===== src/rtl/pc_sequencer.sv =====
// pc_sequencer: next-PC controller for the MIPS fetch path.
//
// Owns the program counter and fetches one word at a time from instruction
// memory over a req/ack handshake. It holds each fetched word until decode
// accepts it (instr_valid && !stall). On acceptance it loads the next PC
// from jr_target, the jump target, the branch target or PC+4, in that order
// of priority. Redirects take effect with no delay slot.
//
// Optional feature macro: PC_ALIGN_CHECK_EN
//   defined   : a misaligned jr target traps into a sticky error state
//               (addr_error=1, no further fetches until rst).
//   undefined : jr_target[1:0] are forced to 0 and addr_error is tied to 0.
//
// Ports:
//   clk, rst      clock; synchronous active-high reset
//   imem_req      fetch request, held until imem_ack
//   imem_addr     fetch address (the current PC)
//   imem_ack      memory completes the fetch this cycle
//   imem_rdata    instruction word returned with imem_ack
//   instr_valid   instr/instr_pc hold a fetched instruction
//   instr         fetched instruction word
//   instr_pc      address of instr
//   stall         decode not ready
//   jump          accepted instruction is J/JAL; jump_index is its index field
//   branch_taken  accepted instruction is a taken branch; branch_offset in words
//   jr            accepted instruction is JR/JALR; jr_target is the register
//   pc_plus4      instr_pc + 4 (link value)
//   addr_error    misaligned jr target trapped
module pc_sequencer #(
  parameter logic [31:0] RESET_PC = 32'h0000_0000
) (
  input  logic        clk,
  input  logic        rst,
  output logic        imem_req,
  output logic [31:0] imem_addr,
  input  logic        imem_ack,
  input  logic [31:0] imem_rdata,
  output logic        instr_valid,
  output logic [31:0] instr,
  output logic [31:0] instr_pc,
  input  logic        stall,
  input  logic        jump,
  input  logic [25:0] jump_index,
  input  logic        branch_taken,
  input  logic [15:0] branch_offset,
  input  logic        jr,
  input  logic [31:0] jr_target,
  output logic [31:0] pc_plus4,
  output logic        addr_error
);

`ifdef PC_ALIGN_CHECK_EN
  typedef enum logic [1:0] {StIdle, StFetch, StHold, StError} state_t;
`else
  typedef enum logic [1:0] {StIdle, StFetch, StHold} state_t;
`endif

  state_t      state;
  logic        accept;
  logic [31:0] branch_target;
  logic [31:0] jump_target;
  logic [31:0] jr_aligned;
  logic [31:0] next_pc;

  // imem_addr doubles as the PC register: it only changes on acceptance.
  assign pc_plus4 = instr_pc + 32'd4;
  assign accept   = (state == StHold) && !stall;

  always_comb begin
    branch_target = pc_plus4 + {{14{branch_offset[15]}}, branch_offset, 2'b00};
    jump_target   = {pc_plus4[31:28], jump_index, 2'b00};
    jr_aligned    = {jr_target[31:2], 2'b00};
    next_pc       = pc_plus4;
    if (jr) begin
      next_pc = jr_aligned;
    end else if (jump) begin
      next_pc = jump_target;
    end else if (branch_taken) begin
      next_pc = branch_target;
    end
  end

`ifndef PC_ALIGN_CHECK_EN
  logic unused_jr_lsb;
  assign unused_jr_lsb = ^jr_target[1:0];
  assign addr_error    = 1'b0;
`endif

  always_ff @(posedge clk) begin
    if (rst) begin
      // Any outstanding fetch is dropped; an ack in this cycle is ignored.
      state       <= StIdle;
      imem_req    <= 1'b0;
      imem_addr   <= RESET_PC;
      instr_valid <= 1'b0;
      instr       <= 32'h0;
      instr_pc    <= 32'h0;
`ifdef PC_ALIGN_CHECK_EN
      addr_error  <= 1'b0;
`endif
    end else begin
      case (state)
        StIdle: begin
          state    <= StFetch;
          imem_req <= 1'b1;
        end
        StFetch: begin
          if (imem_ack) begin
            instr       <= imem_rdata;
            instr_pc    <= imem_addr;
            instr_valid <= 1'b1;
            imem_req    <= 1'b0;
            state       <= StHold;
          end
        end
        StHold: begin
          if (accept) begin
            instr_valid <= 1'b0;
`ifdef PC_ALIGN_CHECK_EN
            if (jr && (jr_target[1:0] != 2'b00)) begin
              state      <= StError;
              addr_error <= 1'b1;
            end else begin
              imem_addr <= next_pc;
              imem_req  <= 1'b1;
              state     <= StFetch;
            end
`else
            imem_addr <= next_pc;
            imem_req  <= 1'b1;
            state     <= StFetch;
`endif
          end
        end
`ifdef PC_ALIGN_CHECK_EN
        StError: begin
          // Sticky until rst.
          imem_req    <= 1'b0;
          instr_valid <= 1'b0;
        end
`endif
        default: begin
          state    <= StIdle;
          imem_req <= 1'b0;
        end
      endcase
    end
  end

endmodule


===== config.mk =====
export PLATFORM = sky130hd
export DESIGN_NAME = pc_sequencer
export DESIGN_NICKNAME = d
export VERILOG_FILES = /design/src/rtl/pc_sequencer.sv
export SDC_FILE = /design/constraint.sdc
export NUM_CORES = 1
export LEC_CHECK = 0
export ABC_CLOCK_PERIOD_IN_PS = 4000
export CAP_MARGIN = 0
export CORE_MARGIN = 10
export CORE_UTILIZATION = 44
export DETAILED_ROUTE_END_ITERATION = 7
export GPL_ROUTABILITY_DRIVEN = 0
export PLACE_DENSITY = 0.81
export SLEW_MARGIN = 10
export SYNTH_ARGS = -nofsm -noshare
export SYNTH_HDL_FRONTEND = slang
export SYNTH_SLANG_ARGS = --single-unit

===== constraint.sdc =====
create_clock -name clk -period 4 [get_ports clk]
set_clock_uncertainty 0.15 [all_clocks]
set_input_delay 0.6 -clock clk [delete_from_list [all_inputs] [get_ports clk]]
set_output_delay 0.6 -clock clk [all_outputs]
set_load 0.03 [all_outputs]

==> results of run 1 <==
==> per-layer routing <==
layer,wire [µm],up-vias,global-route usage
li1,-,3480,-
met1,10300,3360,0.306
met2,12100,332,0.417
met3,2490,34,0.0699
met4,434,0,0.0671
met5,0,-,0
==> registers in the layout, indices dropped and copies added (netlist names) <==
name         count
imem_addr       32
instr           32
instr_pc        32
state            2
instr_valid      1
==> cell usage in the layout, fill, tap and decap left out, drive strengths merged, types with 16 or more instances in the layout <==
master and count:
nor3 16, inv 20, dfxtp 99, xor2 17
nor2 50, a21oi 122, xnor2 34, nand2 188
and3 19, ha 36, o21ai 35, nand3 30
a211oi 16, buf 54, clkdlybuf4s50 239
==> area by class of cell <==
type / count / area (µm²)
Inverter: 18 / 67.6
Antenna cell: 1 / 2.50
Multi-Input combinational cell: 676 / 4130
Timing Repair Buffer: 293 / 2800
Fill cell: 1134 / 4320
Sequential cell: 99 / 1980
Clock buffer: 9 / 225
Tap cell: 180 / 225
Clock inverter: 7 / 72.6
==> final timing paths <==
check,startpoint,to,depth (start not counted)
max reg2reg,instr_pc[4],imem_addr[28],15
min,instr[19],instr[19],2
min reg2reg,instr[19],instr[19],2
max,instr_pc[4],imem_addr[28],15
==> stage by stage <==
stage | hold WS, ps | worst slack, ps | TNS [ps] | total power [mW] | std cells
after floorplan | 356 | 37.9 | 0 | 1.28 | 845
after global placement | 291 | 176 | 0 | 1.52 | 1263
after detailed placement | 296 | 85.9 | 0 | 1.53 | 1263
after CTS | 306 | 19.8 | 0 | 2.40 | 1279
after global routing | 325 | -24.0 | -24.0 | 2.49 | 1282
final | 306 | 188 | 0 | 2.40 | 1283
==> cells by family after synthesis <==
logic type,after synthesis,share of synthesized area
simple gates,334,0.236
compound gates,251,0.246
flops,99,0.321
buf+inv,70,0.0446
xor+xnor,51,0.0724
fa+ha+maj,37,0.0762
mux,2,0.00324
other cells,1,0.000608
==> power groups by stage <==
stage                     clock (mW)  combinational [mW]  sequential, mW
final                          0.891               0.485            1.03
after global routing           0.938               0.520            1.03
after CTS                      0.898               0.478            1.03
after detailed placement           0               0.474            1.05
after global placement             0               0.470            1.05
after floorplan                    0               0.184            1.10
==> critical path: stages, from the launching register on <==
cell	delay [ps]
dfxtp_1	340
buf_4	150
nand3_1	120
nor2_2	170
and3_1	210
xor2_2	210
ha_2	270
nor3_1	80
o31a_1	340
nor3b_4	250
a31oi_2	140
or4_4	550
a31oi_2	190
a211oi_1	80
or4_1	410
nand3_1	90
==> timing repair <==
action	4_1_cts	5_1_grt
hold buffers	0	0
gates resized for setup	0	21
setup endpoints to repair	0	5
setup buffers	0	3
==> impl_metrics.yaml, run 1 <==
layout:
  layout-drive-gt1-share: 0.0998
  stdcell_area_um2: 9500
  finish.utilization: 0.687
  final_nets: 1247
  area_growth_pct: 54.0
power_and_ir_drop:
  p_leak_nw: 3.63
  clkPwrFrac: 0.371
  seqPwrFrac: 0.428
  internal_power_mw: 1.67
  comb_power_share: 0.202
  p_switching_mw: 0.732
  p_sw_frac: 0.305
  vdd_ir_drop_max_mv: 0.253
  power.density_nw_per_um2: 253
global_routing:
  grt_usage: 0.249
  antenna_found_initial: 1
  grt_max_degree: 54
  grt_pass1_wl_um: 39300
  gr-total-overflow: 0
  grt_pass1_vias: 6955
synthesis:
  synthTopCellsByArea: "dfxtp_1 32%, nand2_1 11%, a21oi_1 9.9%, ha_1 7.3%, xnor2_1 4.8%"
  synth_top_area_frac: 0.321
  synthesis.area_per_instance_um2: 7.30
  synth_edf_count: 0
  ys_ff_latch: 99
  ys_types: 59
  yosysSeqAreaShare: 0.321
  async_flop_share: 0
  syn_inst: 845
  yosys_warnings: 0
  synthesis.area_um2: 6170
  synthFlopType: "dfxtp_1"
  ys_top_cells_by_count: "188 x nand2_1, 122 x a21oi_1, 99 x dfxtp_1, 50 x nor2_1, 41 x clkbuf_1"
  post-synth-top-area-cell: "dfxtp_1"
  syn-num-nets: 995
  post-synth-top-count-cell: "nand2_1"
route:
  vias_per_cell: 5.62
  ant_nets: 0
  wl_um: 25400
  remaining_drc_errors: 0
  routedWlPerCell_um: 19.8
  via_count: 7206
  drt_iter0_drc: 713
  drt-pass1-iter-count: 6
clock_tree:
  cts.sinks: 99
  htreeDepth: 3
  cts-buffers-inserted: 9
  clk_latency_ps: 350
  tritoncts: "yes"
  cts_max_path_buffers: 2
  clkTransAtPathRegs_ps: 80
  clockRootBuffer: "clkbuf_16"
timing:
  slew_violations: 0
  setup_violations: 0
  min_period_over_period: 0.953
  hold_viol: 0
  tightest_slew_ps: 844
  max_freq_mhz: 262
  relSlewSlack: 0.436
  finalCriticalPeriod_ps: 3810
critical_path:
  rrSetupSlack_ps: 190
  arrival_ps: 3950
  end_kind: "register"
  cp_max_fo: 6
  worstSetupStartpointType: "register"
  crit_type: "register to register"
  worstPathRequired_ps: 4140
placement:
  io_buffers: 240
  dpl_cell_area_um2: 9110
  hpwl_um: 19500
floorplanning:
  start_util: 0.446
  io_pins: 244
  die_h_um: 138
  design.core.area_um2: 13800
  core.rowCount: 43
  die_area_um2: 19200
  die_w_um: 138
worst_hold_path:
  hp-class: "register to register"
flow_run:
  max-cap-violations: 0
status:
  status: "completed"
(Power assumes the default switching activity.)
==> inputs of run 2 (changes only) <==
--- a/config.mk
+++ b/config.mk
@@ -12,7 +12,7 @@
 export DETAILED_ROUTE_END_ITERATION = 7
 export GPL_ROUTABILITY_DRIVEN = 0
 export PLACE_DENSITY = 0.81
-export SLEW_MARGIN = 10
+export SLEW_MARGIN = 20
 export SYNTH_ARGS = -nofsm -noshare
 export SYNTH_HDL_FRONTEND = slang
 export SYNTH_SLANG_ARGS = --single-unit
==> results of run 2 <==
The final DEF is identical to that of run 1; final timing and power are the same.
==> inputs of run 3 (changes only) <==
--- a/config.mk
+++ b/config.mk
@@ -6,11 +6,9 @@
 export NUM_CORES = 1
 export LEC_CHECK = 0
 export ABC_CLOCK_PERIOD_IN_PS = 4000
-export CAP_MARGIN = 0
 export CORE_MARGIN = 10
 export CORE_UTILIZATION = 44
 export DETAILED_ROUTE_END_ITERATION = 7
-export GPL_ROUTABILITY_DRIVEN = 0
 export PLACE_DENSITY = 0.81
 export SLEW_MARGIN = 20
 export SYNTH_ARGS = -nofsm -noshare
==> impl_metrics.yaml, run 3 (synthesis results as in run 1) <==
status:
  status: "completed"
critical_path:
  cp_max_fo: 6
  reg2regPathDepth: 17
  arrival_ps: 3920
  crit_type: "register to register"
  startpoint: "instr_pc[2]"
  r2r-end: "imem_addr[31]"
  timing.rr.start: "instr_pc[2]"
  crit_end: "imem_addr[31]"
  rrSetupSlack_ps: 190
  worstSetupStartpointType: "register"
  end_kind: "register"
  worstPathRequired_ps: 4120
power_and_ir_drop:
  power.density_nw_per_um2: 254
  comb_power_share: 0.199
  seqPwrFrac: 0.427
  vdd_ir_drop_max_mv: 0.231
  p_leak_nw: 3.62
  internal_power_mw: 1.68
  p_switching_mw: 0.735
  clkPwrFrac: 0.374
  p_sw_frac: 0.305
timing:
  relSlewSlack: 0.491
  finalCriticalPeriod_ps: 3810
  tightest_slew_ps: 760
  min_period_over_period: 0.951
  setup_tns_ps: 0
  setup_violations: 0
  max_freq_mhz: 263
  hold_viol: 0
  worst_slack_ps: 194
  slew_violations: 0
clock_tree:
  postCtsHoldBufs: 0
  cts-buffers-inserted: 9
  clkTransAtPathRegs_ps: 80
  htreeDepth: 3
  tritoncts: "yes"
  cts.sinks: 99
  clk_latency_ps: 360
  post_cts_buffers: 0
  clockRootBuffer: "clkbuf_16"
  cts_max_path_buffers: 2
floorplanning:
  design.core.area_um2: 13800
  die_h_um: 138
  start_util: 0.446
  io_pins: 244
  die_w_um: 138
  die_area_um2: 19200
  core.rowCount: 43
layout:
  area_growth_pct: 53.5
  fin_cells: 1280
  finish.utilization: 0.685
  final_common_cell: "clkdlybuf4s50_1"
  final_nets: 1244
  reg_top3: "imem_addr: 32 flops, instr: 32 flops, instr_pc: 32 flops"
  layout_common_cells: "239 x clkdlybuf4s50_1, 188 x nand2_1, 120 x a21oi_1"
  layout-drive-gt1-share: 0.0901
route:
  routedWlPerCell_um: 19.9
  via_count: 7131
  ant_nets: 0
  remaining_drc_errors: 0
  vias_per_cell: 5.57
  drt_iter0_drc: 661
  drt-pass1-iter-count: 7
  wl_um: 25500
worst_hold_path:
  hp-class: "register to register"
  hold_depth: 2
global_routing:
  grt_pass1_wl_um: 39000
  grt_usage: 0.249
  gr-total-overflow: 0
  grt_max_degree: 52
  grt_pass1_vias: 6998
  antenna_found_initial: 1
flow_run:
  max-cap-violations: 0
placement:
  hpwl_um: 19200
  io_buffers: 240
  pre_cts_ws_ps: 63.7
  gp_congestion: 0.981
  dp.cells: 1263
## run 3: power by group through the flow
| stage | combinational (mW) | clock [mW] | sequential (mW) |
|---|---|---|---|
| after floorplan | 0.184 | 0 | 1.10 |
| after global placement | 0.471 | 0 | 1.05 |
| after detailed placement | 0.474 | 0 | 1.05 |
| after CTS | 0.477 | 0.907 | 1.03 |
| after global routing | 0.517 | 0.935 | 1.03 |
| final | 0.480 | 0.901 | 1.03 |
## run 3: layer usage
layer	vias to the layer above	global-route usage	wire, µm
li1	3464	-	-
met1	3308	0.302	10300
met2	316	0.410	12200
met3	43	0.0747	2410
met4	0	0.0832	558
met5	-	0	0
## run 3: layout make-up
| cell class | count | area (µm²) |
|---|---|---|
| antenna | 1 | 2.50 |
| clock buffer | 9 | 225 |
| clock inverter | 7 | 76.3 |
| fill | 1169 | 4360 |
| inverter | 18 | 67.6 |
| multi-input combinational | 676 | 4100 |
| sequential | 99 | 1990 |
| tap | 180 | 225 |
| timing repair buffer | 290 | 2790 |
## run 3: metrics by stage
step                      hold slack [ps]  area (µm²)  total power [mW]
after floorplan                       356        6310              1.28
after global placement                290        9120              1.52
after detailed placement              296        9120              1.53
after CTS                             306        9420              2.41
after global routing                  322        9470              2.48
final                                 305        9470              2.41
## run 3: worst min path at each step
stage,to,slack (ps),start
after global placement,instr[20],290,instr[20]
after floorplan,state[1],360,state[1]
after global routing,instr[20],320,instr[20]
final,instr[20],310,instr[20]
after CTS,instr[20],310,instr[20]
after detailed placement,instr[20],300,instr[20]
## run 3: timing repair
item / CTS / global route
resized for setup: 0 / 12
endpoints found under the setup margin: 0 / 4
hold endpoints to repair: 0 / 0
## run 3: critical path, cell delays in order, from the launching register on
cell	delay (ps)
dfxtp_2	340
ha_1	200
nand4_1	170
nor2_1	130
buf_4	180
nand3_1	180
xnor2_4	180
ha_1	390
nand2_1	120
nor2_1	180
a41o_1	180
a31oi_1	40
buf_4	170
a211oi_2	280
o221ai_1	190
xnor2_1	180
and3_1	200
o32ai_1	250
